File: src/rtl/fifo_rr_scheduler.sv
// Round-robin burst arbiter that tags producer beats with their index into a shared FIFO,
// plus a read stage that hides the FIFO's registered read latency behind a valid/ready output.
module fifo_rr_scheduler #(
  parameter  int NUM_REQ     = 4,
  parameter  int ID_WIDTH    = 2,
  parameter  int DATA_LEN    = 8,
  parameter  int BURST       = 4,
  parameter  int BURST_WIDTH = 3,
  localparam int FIFO_W      = ID_WIDTH + DATA_LEN
) (
  input  logic                         clk,
  input  logic                         sys_rst_n,
  input  logic [NUM_REQ-1:0]           req_valid,
  input  logic [NUM_REQ-1:0]           req_last,
  input  logic [NUM_REQ*DATA_LEN-1:0]  req_data,
  output logic [NUM_REQ-1:0]           req_ready,
  output logic                         fifo_wr_en,
  output logic [FIFO_W-1:0]            fifo_data_in,
  output logic                         fifo_rd_en,
  input  logic [FIFO_W-1:0]            fifo_data_out,
  input  logic                         fifo_full,
  input  logic                         fifo_empty,
  output logic                         out_valid,
  input  logic                         out_ready,
  output logic [ID_WIDTH-1:0]          out_id,
  output logic [DATA_LEN-1:0]          out_data,
  output logic [ID_WIDTH-1:0]          grant_id,
  output logic                         busy
);

  typedef enum logic {IDLE, GRANT} state_t;

  state_t                 state_q, state_d;
  logic [ID_WIDTH-1:0]    grant_q, grant_d;
  logic [ID_WIDTH-1:0]    rr_ptr_q, rr_ptr_d;
  logic [BURST_WIDTH-1:0] cnt_q, cnt_d;
  logic                   rd_pending_q;
  logic                   out_valid_q, out_valid_d;
  logic [ID_WIDTH-1:0]    out_id_q, out_id_d;
  logic [DATA_LEN-1:0]    out_data_q, out_data_d;

  logic [2*NUM_REQ-1:0]   rot;
  logic                   pick_found;
  logic [ID_WIDTH-1:0]    pick_id;
  logic [ID_WIDTH:0]      pick_sum;
  logic                   sel_valid, sel_last;
  logic [DATA_LEN-1:0]    sel_data;
  logic [BURST_WIDTH-1:0] cnt_inc;

  // Rotate so bit 0 is the highest-priority requester; descending scan leaves the lowest hit.
  assign rot = {req_valid, req_valid} >> rr_ptr_q;

  always_comb begin
    pick_found = 1'b0;
    pick_id    = '0;
    pick_sum   = '0;
    for (int k = NUM_REQ - 1; k >= 0; k--) begin
      if (rot[k]) begin
        pick_found = 1'b1;
        pick_sum   = {1'b0, rr_ptr_q} + (ID_WIDTH+1)'(k);
        if (pick_sum >= (ID_WIDTH+1)'(NUM_REQ))
          pick_sum = pick_sum - (ID_WIDTH+1)'(NUM_REQ);
        pick_id = pick_sum[ID_WIDTH-1:0];
      end
    end
  end

  always_comb begin
    sel_valid = 1'b0;
    sel_last  = 1'b0;
    sel_data  = '0;
    for (int i = 0; i < NUM_REQ; i++) begin
      if (grant_q == ID_WIDTH'(i)) begin
        sel_valid = req_valid[i];
        sel_last  = req_last[i];
        sel_data  = req_data[i*DATA_LEN +: DATA_LEN];
      end
    end
  end

  assign cnt_inc = cnt_q + 1'b1;

  always_comb begin
    state_d      = state_q;
    grant_d      = grant_q;
    rr_ptr_d     = rr_ptr_q;
    cnt_d        = cnt_q;
    req_ready    = '0;
    fifo_wr_en   = 1'b0;
    fifo_data_in = '0;
    case (state_q)
      IDLE: begin
        if (pick_found) begin
          grant_d = pick_id;
          cnt_d   = '0;
          state_d = GRANT;
        end
      end
      GRANT: begin
        for (int i = 0; i < NUM_REQ; i++)
          req_ready[i] = (grant_q == ID_WIDTH'(i)) && !fifo_full;
        // A full FIFO holds the grant without counting; a missing beat releases it.
        if (!sel_valid) begin
          state_d  = IDLE;
          rr_ptr_d = (grant_q == ID_WIDTH'(NUM_REQ - 1)) ? '0 : grant_q + 1'b1;
        end else if (!fifo_full) begin
          fifo_wr_en   = 1'b1;
          fifo_data_in = {grant_q, sel_data};
          cnt_d        = cnt_inc;
          if (sel_last || cnt_inc == BURST_WIDTH'(BURST)) begin
            state_d  = IDLE;
            rr_ptr_d = (grant_q == ID_WIDTH'(NUM_REQ - 1)) ? '0 : grant_q + 1'b1;
          end
        end
      end
      default: state_d = IDLE;
    endcase
  end

  assign fifo_rd_en = !fifo_empty && !rd_pending_q && (!out_valid_q || out_ready);

  always_comb begin
    out_valid_d = out_valid_q;
    out_id_d    = out_id_q;
    out_data_d  = out_data_q;
    if (rd_pending_q) begin
      out_valid_d = 1'b1;
      out_id_d    = fifo_data_out[FIFO_W-1 -: ID_WIDTH];
      out_data_d  = fifo_data_out[DATA_LEN-1:0];
    end else if (out_valid_q && out_ready) begin
      out_valid_d = 1'b0;
    end
  end

  always_ff @(posedge clk or negedge sys_rst_n) begin
    if (!sys_rst_n) begin
      state_q      <= IDLE;
      grant_q      <= '0;
      rr_ptr_q     <= '0;
      cnt_q        <= '0;
      rd_pending_q <= 1'b0;
      out_valid_q  <= 1'b0;
      out_id_q     <= '0;
      out_data_q   <= '0;
    end else begin
      state_q      <= state_d;
      grant_q      <= grant_d;
      rr_ptr_q     <= rr_ptr_d;
      cnt_q        <= cnt_d;
      rd_pending_q <= fifo_rd_en;
      out_valid_q  <= out_valid_d;
      out_id_q     <= out_id_d;
      out_data_q   <= out_data_d;
    end
  end

  assign out_valid = out_valid_q;
  assign out_id    = out_id_q;
  assign out_data  = out_data_q;
  assign grant_id  = grant_q;
  assign busy      = (state_q == GRANT);

endmodule

File: config.mk
export PLATFORM = sky130hd
export DESIGN_NAME = fifo_rr_scheduler
export DESIGN_NICKNAME = d
export VERILOG_FILES = /design/src/rtl/fifo_rr_scheduler.sv
export SDC_FILE = /design/constraint.sdc
export NUM_CORES = 1
export LEC_CHECK = 0
export BUFFER_PORTS_ARGS = -buffer_cell sky130_fd_sc_hd__buf_2
export CAP_MARGIN = 5
export CELL_PAD_IN_SITES_DETAIL_PLACEMENT = 0
export CELL_PAD_IN_SITES_GLOBAL_PLACEMENT = 2
export CORE_MARGIN = 10
export CORE_UTILIZATION = 22
export DETAILED_ROUTE_END_ITERATION = 16
export PLACE_DENSITY_LB_ADDON = 0.05
export SLEW_MARGIN = 10
export SYNTH_ARGS = -nofsm -noshare
export SYNTH_HDL_FRONTEND = slang
export SYNTH_SLANG_ARGS = --single-unit
File: constraint.sdc
create_clock -name clk -period 2.5 [get_ports clk]
set_input_delay 0.5 -clock clk [delete_from_list [all_inputs] [get_ports clk]]
set_output_delay 0.5 -clock clk [all_outputs]
set_load 0.02 [all_outputs]
=== Yosys cells after proc, flatten, opt, wreduce, memory -nomap -nowiden ===
Index checks and enable logic that the tools add are counted.

* $add $sub $neg: 9
* Order comparisons: 4
* Eq/ne operators: 9
* Shift operators: 1
* Mux-type cells: 46
* Bitwise logic cells: 1
* Reduce and logical (&&, ||, !) cells: 18

{| class="wikitable"
|+ Operator list
! kind !! count
|-
| 2-to-1 mux 8 bit || 4
|-
| 2-to-1 mux 10 bit || 3
|-
| 2-to-1 mux 2 bit || 12
|-
| 2-to-1 mux 1 bit || 21
|-
| >= comparator 3 bit (second input constant) || 3
|-
| 2-to-1 mux 3 bit || 3
|-
| >> shifter 8 x 2 -> 4 bit || 1
|-
| subtractor 2 x 1 -> 2 bit (second input constant) || 4
|-
| logical AND 1 bit || 7
|-
| adder 2 x 2 -> 3 bit (second input constant) || 2
|-
| != test 2 bit (second input constant) || 3
|-
| case mux 3 bit (2 select lines) || 1
|-
| AND reduction 3 bit || 2
|-
| == test 2 bit (second input constant) || 2
|-
| zero test 1 bit || 4
|-
| 2-to-1 mux 4 bit || 1
|-
| != test 2 x 1 -> 1 bit (second input constant) || 2
|-
| adder 2 x 1 -> 3 bit (second input constant) || 1
|-
| adder 3 x 1 -> 3 bit (second input constant) || 1
|-
| == test 3 bit (second input constant) || 1
|-
| >= comparator 2 x 3 -> 1 bit (second input constant) || 1
|-
| adder 2 x 1 -> 2 bit (second input constant) || 1
|-
| == test 2 x 1 -> 1 bit (second input constant) || 1
|-
| zero test 2 bit || 1
|-
| 5 further kinds || 6
|}

* Register bits: 20
* Input bits: 55
* Output and inout bits: 30
* Logic and storage cells: 96

=== Logic depth before layout (Yosys ltp) ===
Gate-level depths: netlist of the first run.

* Depth after elaboration: 10
* Mapped depth: 10
* Mapped depth without buffers: 9

=== Worst setup path before layout of the first run ===
Ideal clock, no wire load.

* Path kind: register -> output
* Start: register grant_q[0], in the netlist grant_id[0]
* End: output port fifo_data_in[4]
* Data arrival time: 1,951 ps
* Required time: 2,000 ps
* Path slack: 49 ps
* Cell stages (with the launch flop): 8
* Path buffers: 2
* Cell sequence: dfrtp_1 -> inv_1 -> ha_1 -> clkbuf_1 -> clkbuf_1 -> nor2_1 -> a211o_1 -> a21oi_1

* Longest elaborated chain between the ends: 8
* Elaborated cells between the ends (all ways): 15
* Those cells by class: 3 x eq/ne; 11 x mux; 1 x reduce/logical

{| class="wikitable"
|+ RTL lines
! item !! RTL line !! text
|-
| start, declared || 34 || <nowiki>logic [ID_WIDTH-1:0] grant_q, grant_d;</nowiki>
|-
| start signal, assigned || 147 || <nowiki>grant_q <= grant_d;</nowiki>
|-
| zero test 2 bit || 73 || <nowiki>if (grant_q == ID_WIDTH'(i)) begin</nowiki>
|-
| 2-to-1 mux 8 bit (4 in series) || 73 ||
|-
| 2-to-1 mux 10 bit || 106 || <nowiki>end else if (!fifo_full) begin</nowiki>
|-
| 2-to-1 mux 10 bit (*) || 103 || <nowiki>if (!sel_valid) begin</nowiki>
|-
| 2-to-1 mux 10 bit (*) || 91 || <nowiki>case (state_q)</nowiki>
|-
| end, declared || 18 || <nowiki>output logic [FIFO_W-1:0] fifo_data_in,</nowiki>
|}

Every way passes the cells marked *; elsewhere a longest branch is shown, timed or not.

=== Worst setup path in the final report of the first run ===
* Start: register grant_q[1], in the netlist grant_id[1]
* End: output port fifo_data_in[5]

Same word-level chain as after synthesis.

==> reports/summary.md, run 1 <==
Outcome
- **outcome** complete, no violations

Yosys
- **sequential element share of the synthesized area** 0.388
- **Synthesized Nets** 204
- **FF+latch count, synth** 20
- **post-synthesis cell area** 1290 um^2
- **Post-Synthesis Cells** 143
- **ys flop type** dfrtp_1
- **per-instance average area after synthesis** 9.03 um^2
- **number of enable flip-flop cells after synthesis** 0
- **number of distinct library cells after synthesis** 29
- **count of warnings emitted by yosys** 0
- **proportion of synthesized flip-flops having asynchronous set or reset** 1.00

Layout
- **most common cell after layout, fill and taps aside** buf_2
- **area taken by multi-input logic gates** 867 um^2
- **NumNets Final** 296
- **commonest cells after routing, fill and taps aside** buf_2, dfrtp_1, buf_4, a21oi_1, nor2_1
- **final design instance area without fill** 2120 um^2
- **Final Non-Filler Cells** 306
- **layout cell share with drive strength beyond 1** 0.564
- **area growth from synthesis to final layout** 63.9%
- **Filler Cell Count** 617
- **Reg area** 502 um^2
- **Antenna Diode Count** 0

Drt
- **DR vias** 1396
- **remaining routing DRC violations** 0
- **antenna-violating nets left** 0
- **Initial DRT Pass Iterations** 4
- **vias per inst** 4.56
- **first-iteration detailed-routing DRC count** 23
- **Avg WL per Cell** 15.9 um
- **Post-Route WL** 4850 um

Floorplanning
- **std cell rows** 27
- **Die Y** 96.6 um
- **floorplan die area** 9330 um^2
- **Std-Cell Core Area** 5610 um^2
- **Ports** 85
- **width of the die** 96.6 um
- **Initial Util** 0.230

CTS
- **TritonCTS clock tree** yes
- **clock buffer depth** 2
- **TritonCTS buffer count** 3
- **TritonCTS Sinks** 20
- **Post-CTS Hold Fix Bufs** 0
- **CTS clk-pin slew, worst paths** 0.07 ns
- **clock latency of the later-clocked register in the worst-skew pair** 0.26 ns
- **H-tree level count** 1
- **Clock Root Buffer** clkbuf_8

Global routing
- **grt total ovfl** 0
- **pin count of the biggest net entering global routing** 21
- **all-layer global routing usage** 0.100
- **initial antenna violation count** 0
- **wire length of the first global-routing pass** 8000 um
- **number of global-route vias before repair** 1546

STA
- **highest clock frequency the design can meet** 0.422 GHz
- **worst-margin pin slew** 0.503 ns
- **number of max-slew violations in the final report** 0
- **number of hold violations in the final report** 0
- **final setup violation count** 0
- **aggregate negative setup slack** 0 ns
- **time the worst path needs with I/O delays and setup** 2.37 ns
- **remaining max-slew budget at the tightest pin** 0.656
- **portion of the clock cycle consumed by the worst path in the final layout** 0.949
- **Clock Skews** 0.000703 ns
- **final hold slack** 0.179 ns

Placed design
- **number of input and output port buffers inserted** 84
- **HPWL Detailed** 3950 um
- **placed inst area** 1830 um^2
- **number of placed instances with taps included** 297
- **weighted congestion at the end of routability-driven global placement** 0.760

Power and ir drop
- **Overall Power** 2340 uW
- **Power Dens Cells** 1110 nW/um^2
- **maximum resistive drop on vdd** 0.000613 V
- **leakage power of the design** 0.00106 uW

Worst setup path
- **R2R Setup Slk** 0.24 ns
- **highest net fanout along the worst path** 8
- **critical path arrival** 1.87 ns
- **capturing element type of the critical path** output pin
- **critical path class** flop to output pin
- **data required time at the worst endpoint** 2.00 ns
- **startpoint class of the critical path** flop

Worst hold path
- **class of the most critical hold timing path** input port to async pin

Run
- **number of maximum-capacitance constraint violations** 0

## repair_timing
| item | 4_1_cts | 5_1_grt |
|---|---|---|
| pin swaps | 0 | 2 |
| gates resized for setup | 3 | 37 |
| endpoints found under the setup margin | 10 | 10 |
| buffers inserted | 4 | 1 |
## cell usage after synthesis (all sizes together) (2+ instances only)
| cell | number | area share |
|---|---|---|
| a2111oi | 2 | 0.014 |
| a211o | 2 | 0.014 |
| a21o | 3 | 0.017 |
| a21oi | 13 | 0.050 |
| a221oi | 7 | 0.047 |
| and2 | 4 | 0.019 |
| clkbuf | 8 | 0.023 |
| dfrtp | 20 | 0.39 |
| ha | 6 | 0.058 |
| inv | 8 | 0.023 |
| mux2 | 12 | 0.10 |
| mux2i | 3 | 0.023 |
| nand2 | 10 | 0.029 |
| nand2b | 2 | 0.0097 |
| nor2 | 14 | 0.041 |
| nor2b | 8 | 0.039 |
| nor3 | 7 | 0.027 |
| o21ai | 4 | 0.016 |
## registers in the layout (all words and copies together), names as in the netlist
| name | cells |
|---|---|
| out_id | 2 |
| busy | 1 |
| rr_ptr_q | 2 |
| grant_id | 2 |
| cnt_q | 3 |
| rd_pending_q | 1 |
| out_data | 8 |
| out_valid | 1 |
## through the flow
step / worst slack [ns] / util
floorplan: 0.0493 / -
global placement: 0.221 / 0.327
detailed placement: 0.128 / 0.327
CTS: 0.00131 / 0.347
global route: -0.00808 / 0.377
finish: 0.129 / 0.377
## power breakdown
group | internal, uW | total [uW] | leakage, uW | switching (uW)
clock network | 214 | 320 | 0.0000357 | 107
registers | 422 | 519 | 0.000241 | 96.5
logic | 704 | 1500 | 0.000786 | 797
## metal layers
layer	track usage	share of wire	vias to the layer above
met5	0	0	-
met4	0.0316	0.0047	0
met3	0.0170	0.036	2
met2	0.164	0.49	54
met1	0.130	0.46	651
li1	-	-	689
## worst max-delay path, stage by stage, from the launching register on
cell and delay, ns:
dfrtp_2 0.46, inv_4 0.07, ha_4 0.16, nor2b_4 0.13
buf_6 0.14, a221oi_1 0.26, nor3_1 0.07, a21oi_1 0.12
nor2_1 0.05, buf_2 0.15
## final timing paths
kind	startpoint	to	depth (start not counted)
min in group clk	fifo_empty	rd_pending_q	2
max in group asynchronous	sys_rst_n	grant_id[1]	1
hold reg to reg	cnt_q[2]	cnt_q[2]	1
hold / removal	sys_rst_n	out_id[0]	1
setup / recovery	grant_id[1]	fifo_data_in[5]	9
setup reg to reg	grant_id[1]	rr_ptr_q[1]	8
## final cells by class
class                   instances  area share
clock inverters                 1      0.0142
inverters                       8      0.0154
clock buffers                   3      0.0195
multi-input cells             106       0.410
repair buffers                 96       0.261
flip-flops and latches         20       0.237
well taps                      72      0.0426
## cell families (layout without fill, tap and decap cells)
logic type      count (synthesis)  in the layout  share of synthesized area
fa+ha+maj                       6              6                     0.0581
compound gates                 34             34                      0.178
flops                          20             20                      0.388
buf+inv                        17            108                     0.0504
xor+xnor                        2              2                     0.0136
mux                            15             15                      0.128
simple gates                   49             49                      0.184
No activity file was read; power rests on OpenSTA's default activity.
==> run 2, diff against run 1 <==
- CORE_UTILIZATION: 22 -> 23
- CTS_BUF_LIST: default -> sky130_fd_sc_hd__clkbuf_8
==> run 2 against run 1 <==
  * Fmax down 2.5%
  * Combinational power down 8%
  * Total power down 9.1%
  * Sequential power down 2%
  * Routed wire length down 4.0%
  * Clock-buffer cell count up 1
  * Largest power group unchanged
==> reports/summary.md, run 2 (synthesis results as in run 1) <==
Outcome
- **outcome** complete, no violations

Placed design
- **number of input and output port buffers inserted** 84, unchanged
- **weighted congestion at the end of routability-driven global placement** 0.709, -6.7%
- **number of placed instances with taps included** 296, -0.34%
- **placed inst area** 1810 um^2, -1.1%
- **HPWL Detailed** 3930 um, -0.45%
- **Place WS** 0.0652 ns, -0.0626 ns

CTS
- **clock buffer depth** 2, unchanged
- **TritonCTS buffer count** 3, unchanged
- **TritonCTS clock tree** yes
- **H-tree level count** 1, unchanged
- **CTS clk-pin slew, worst paths** 0.07 ns, about the same
- **Clock Root Buffer** clkbuf_8
- **TritonCTS Sinks** 20, unchanged
- **clock latency of the later-clocked register in the worst-skew pair** 0.25 ns, about the same

Global routing
- **wire length of the first global-routing pass** 7160 um, -11%
- **all-layer global routing usage** 0.0987, -0.00159
- **pin count of the biggest net entering global routing** 21, unchanged
- **grt total ovfl** 0, unchanged
- **initial antenna violation count** 0, unchanged
- **number of global-route vias before repair** 1530, -1.0%

Drt
- **Initial DRT Pass Iterations** 4, unchanged
- **DR vias** 1374, -1.6%
- **remaining routing DRC violations** 0, unchanged
- **antenna-violating nets left** 0, unchanged
- **vias per inst** 4.52, -0.93%
- **Post-Route WL** 4660 um, -4.0%
- **Avg WL per Cell** 15.3 um, -3.4%
- **first-iteration detailed-routing DRC count** 42, +83%

Power and ir drop
- **part of the power in combinational logic** 0.649, +0.007
- **Switching Power** 938 uW, -6.3%
- **maximum resistive drop on vdd** 0.000418 V, -32%
- **Power Dens Cells** 1060 nW/um^2, -4.4%
- **leakage power of the design** 0.00103 uW, -3.3%
- **share of total power in sequential cells** 0.239, +0.017
- **Internal Pwr Total** 1190 uW, -11%
- **clock power share** 0.113, -0.024
- **share of total power consumed by net switching** 0.441, +0.0136

Floorplanning
- **std cell rows** 27, unchanged
- **Initial Util** 0.236, +0.00569
- **width of the die** 94.9 um, -1.7%
- **floorplan die area** 9010 um^2, -3.5%
- **Die Y** 94.9 um, -1.7%
- **Ports** 85, unchanged
- **Std-Cell Core Area** 5470 um^2, -2.4%

Worst setup path
- **Register-to-Register Path Depth** 8, unchanged
- **Critical Path Max Stage Delay** 0.43 ns, -0.03 ns
- **capture instance of the worst register-to-register path** rr_ptr_q[0]
- **dominant cell type by count on the critical path** buf_4
- **ordered cell list for the critical path** buf_4 > ha_4 > a211o_1 > a21oi_2 > nor2_2 > nand2_2 > buf_6 > nor2_1 > buf_4
- **Crit-path slowest cell** dfrtp_2
- **launch instance of the worst register-to-register path** grant_id[0]
- **startpoint class of the critical path** flop
- **Bufs and invs on worst path** 3, unchanged
- **critical path class** flop to output pin
- **critical path arrival** 1.93 ns, +0.06 ns
- **data required time at the worst endpoint** 2.00 ns, about the same
- **dominant delay contributor by cell family on the critical path** buffers and inverters
- **R2R Setup Slk** 0.32 ns, +0.08 ns
- **capturing element type of the critical path** output pin
- **highest net fanout along the worst path** 7, -1

STA
- **Clock Skews** 0.00378 ns, +0.00308 ns
- **remaining max-slew budget at the tightest pin** 0.641, -0.0157
- **final setup violation count** 0, unchanged
- **worst-margin pin slew** 0.525 ns, +0.0229 ns
- **number of max-slew violations in the final report** 0, unchanged
- **time the worst path needs with I/O delays and setup** 2.43 ns, +0.0619 ns
- **highest clock frequency the design can meet** 0.411 GHz, -2.5%
- **portion of the clock cycle consumed by the worst path in the final layout** 0.973, +0.0247
- **number of hold violations in the final report** 0, unchanged
- **setup ws final** 0.0667 ns, -0.0619 ns
- **RSZ-0062 raised after global routing** yes

Layout
- **Reg area** 502 um^2, unchanged
- **area taken by multi-input logic gates** 812 um^2, -6.3%
- **Final Non-Filler Cells** 304, -0.65%
- **final design instance area without fill** 2010 um^2, -4.9%
- **Antenna Diode Count** 0, unchanged
- **commonest cells after routing, fill and taps aside** buf_2, dfrtp_1, nor2_1, a21oi_1, buf_4
- **Filler Cell Count** 608, -1.5%
- **area growth from synthesis to final layout** 55.8%
- **number of flip-flops under the largest register name** 8, unchanged
- **most common cell after layout, fill and taps aside** buf_2
- **layout cell share with drive strength beyond 1** 0.539, -0.0253
- **final cell utilization of the core** 0.368, -0.00966
- **NumNets Final** 294, -0.68%

Worst hold path
- **class of the most critical hold timing path** input port to async pin

Run
- **number of maximum-capacitance constraint violations** 0, unchanged

[run 2: cell count changes in the layout (fill, tap and decap cells not counted), moves of 2 or more]
cell | before | now
buf_6 | 2 | 4
a221oi_1 | 1 | 3
a221oi_4 | 2 | 0
nor2_2 | 3 | 1
buf_4 | 14 | 11
nor2_1 | 11 | 13
[run 2: worst max-delay path by stage]
stage,start,end,slack [ns],cells past startpoint
after detailed placement,grant_id[0],rr_ptr_q[0],0.07,8
after global routing,grant_id[0],fifo_data_in[5],-0.03,9
after global placement,grant_id[0],rr_ptr_q[1],0.12,8
after CTS,grant_id[0],fifo_data_in[5],0.005,9
final,grant_id[0],fifo_data_in[5],0.07,9
after floorplan,grant_id[0],fifo_data_in[4],0.05,7
[run 2: cell type report]
class | instances | area share
Inverter | 8 | 0.0149
Clock buffer | 4 | 0.0274
Sequential cell | 20 | 0.249
Tap cell | 72 | 0.0448
Timing Repair Buffer | 94 | 0.260
Multi-Input combinational cell | 106 | 0.404
[run 2: metal layers]
layer / up-vias / part of all wire / GRT usage
met1: 630 / 0.43 / 0.115
met5: - / 0 / 0
met3: 6 / 0.073 / 0.0270
met4: 0 / 0.014 / 0.0312
li1: 682 / - / -
met2: 56 / 0.48 / 0.171
[run 2: power by group through the flow]
stage | Clock, uW | Combinational (uW) | Sequential (uW)
after floorplan | 0 | 722 | 578
after global placement | 0 | 1170 | 516
after detailed placement | 0 | 1170 | 521
after CTS | 249 | 1240 | 507
after global routing | 264 | 1540 | 527
final | 240 | 1380 | 507
[run 2: what timing repair did]
item                       4_1_cts  5_1_grt
pin swaps                        1        1
setup buffers                    2        2
setup endpoints to repair       11       11
gates resized for setup          8       22
hold buffers                     0        0
[run 2: metrics by stage]
step	total power [uW]	hold slack [ns]	TNS, ns
2_1_floorplan	1300	0.204	0
3_3_place_gp	1680	0.463	0
3_5_place_dp	1700	0.476	0
5_1_grt	2330	0.213	-0.194
6_report	2130	0.183	0
4_1_cts	2000	0.192	0
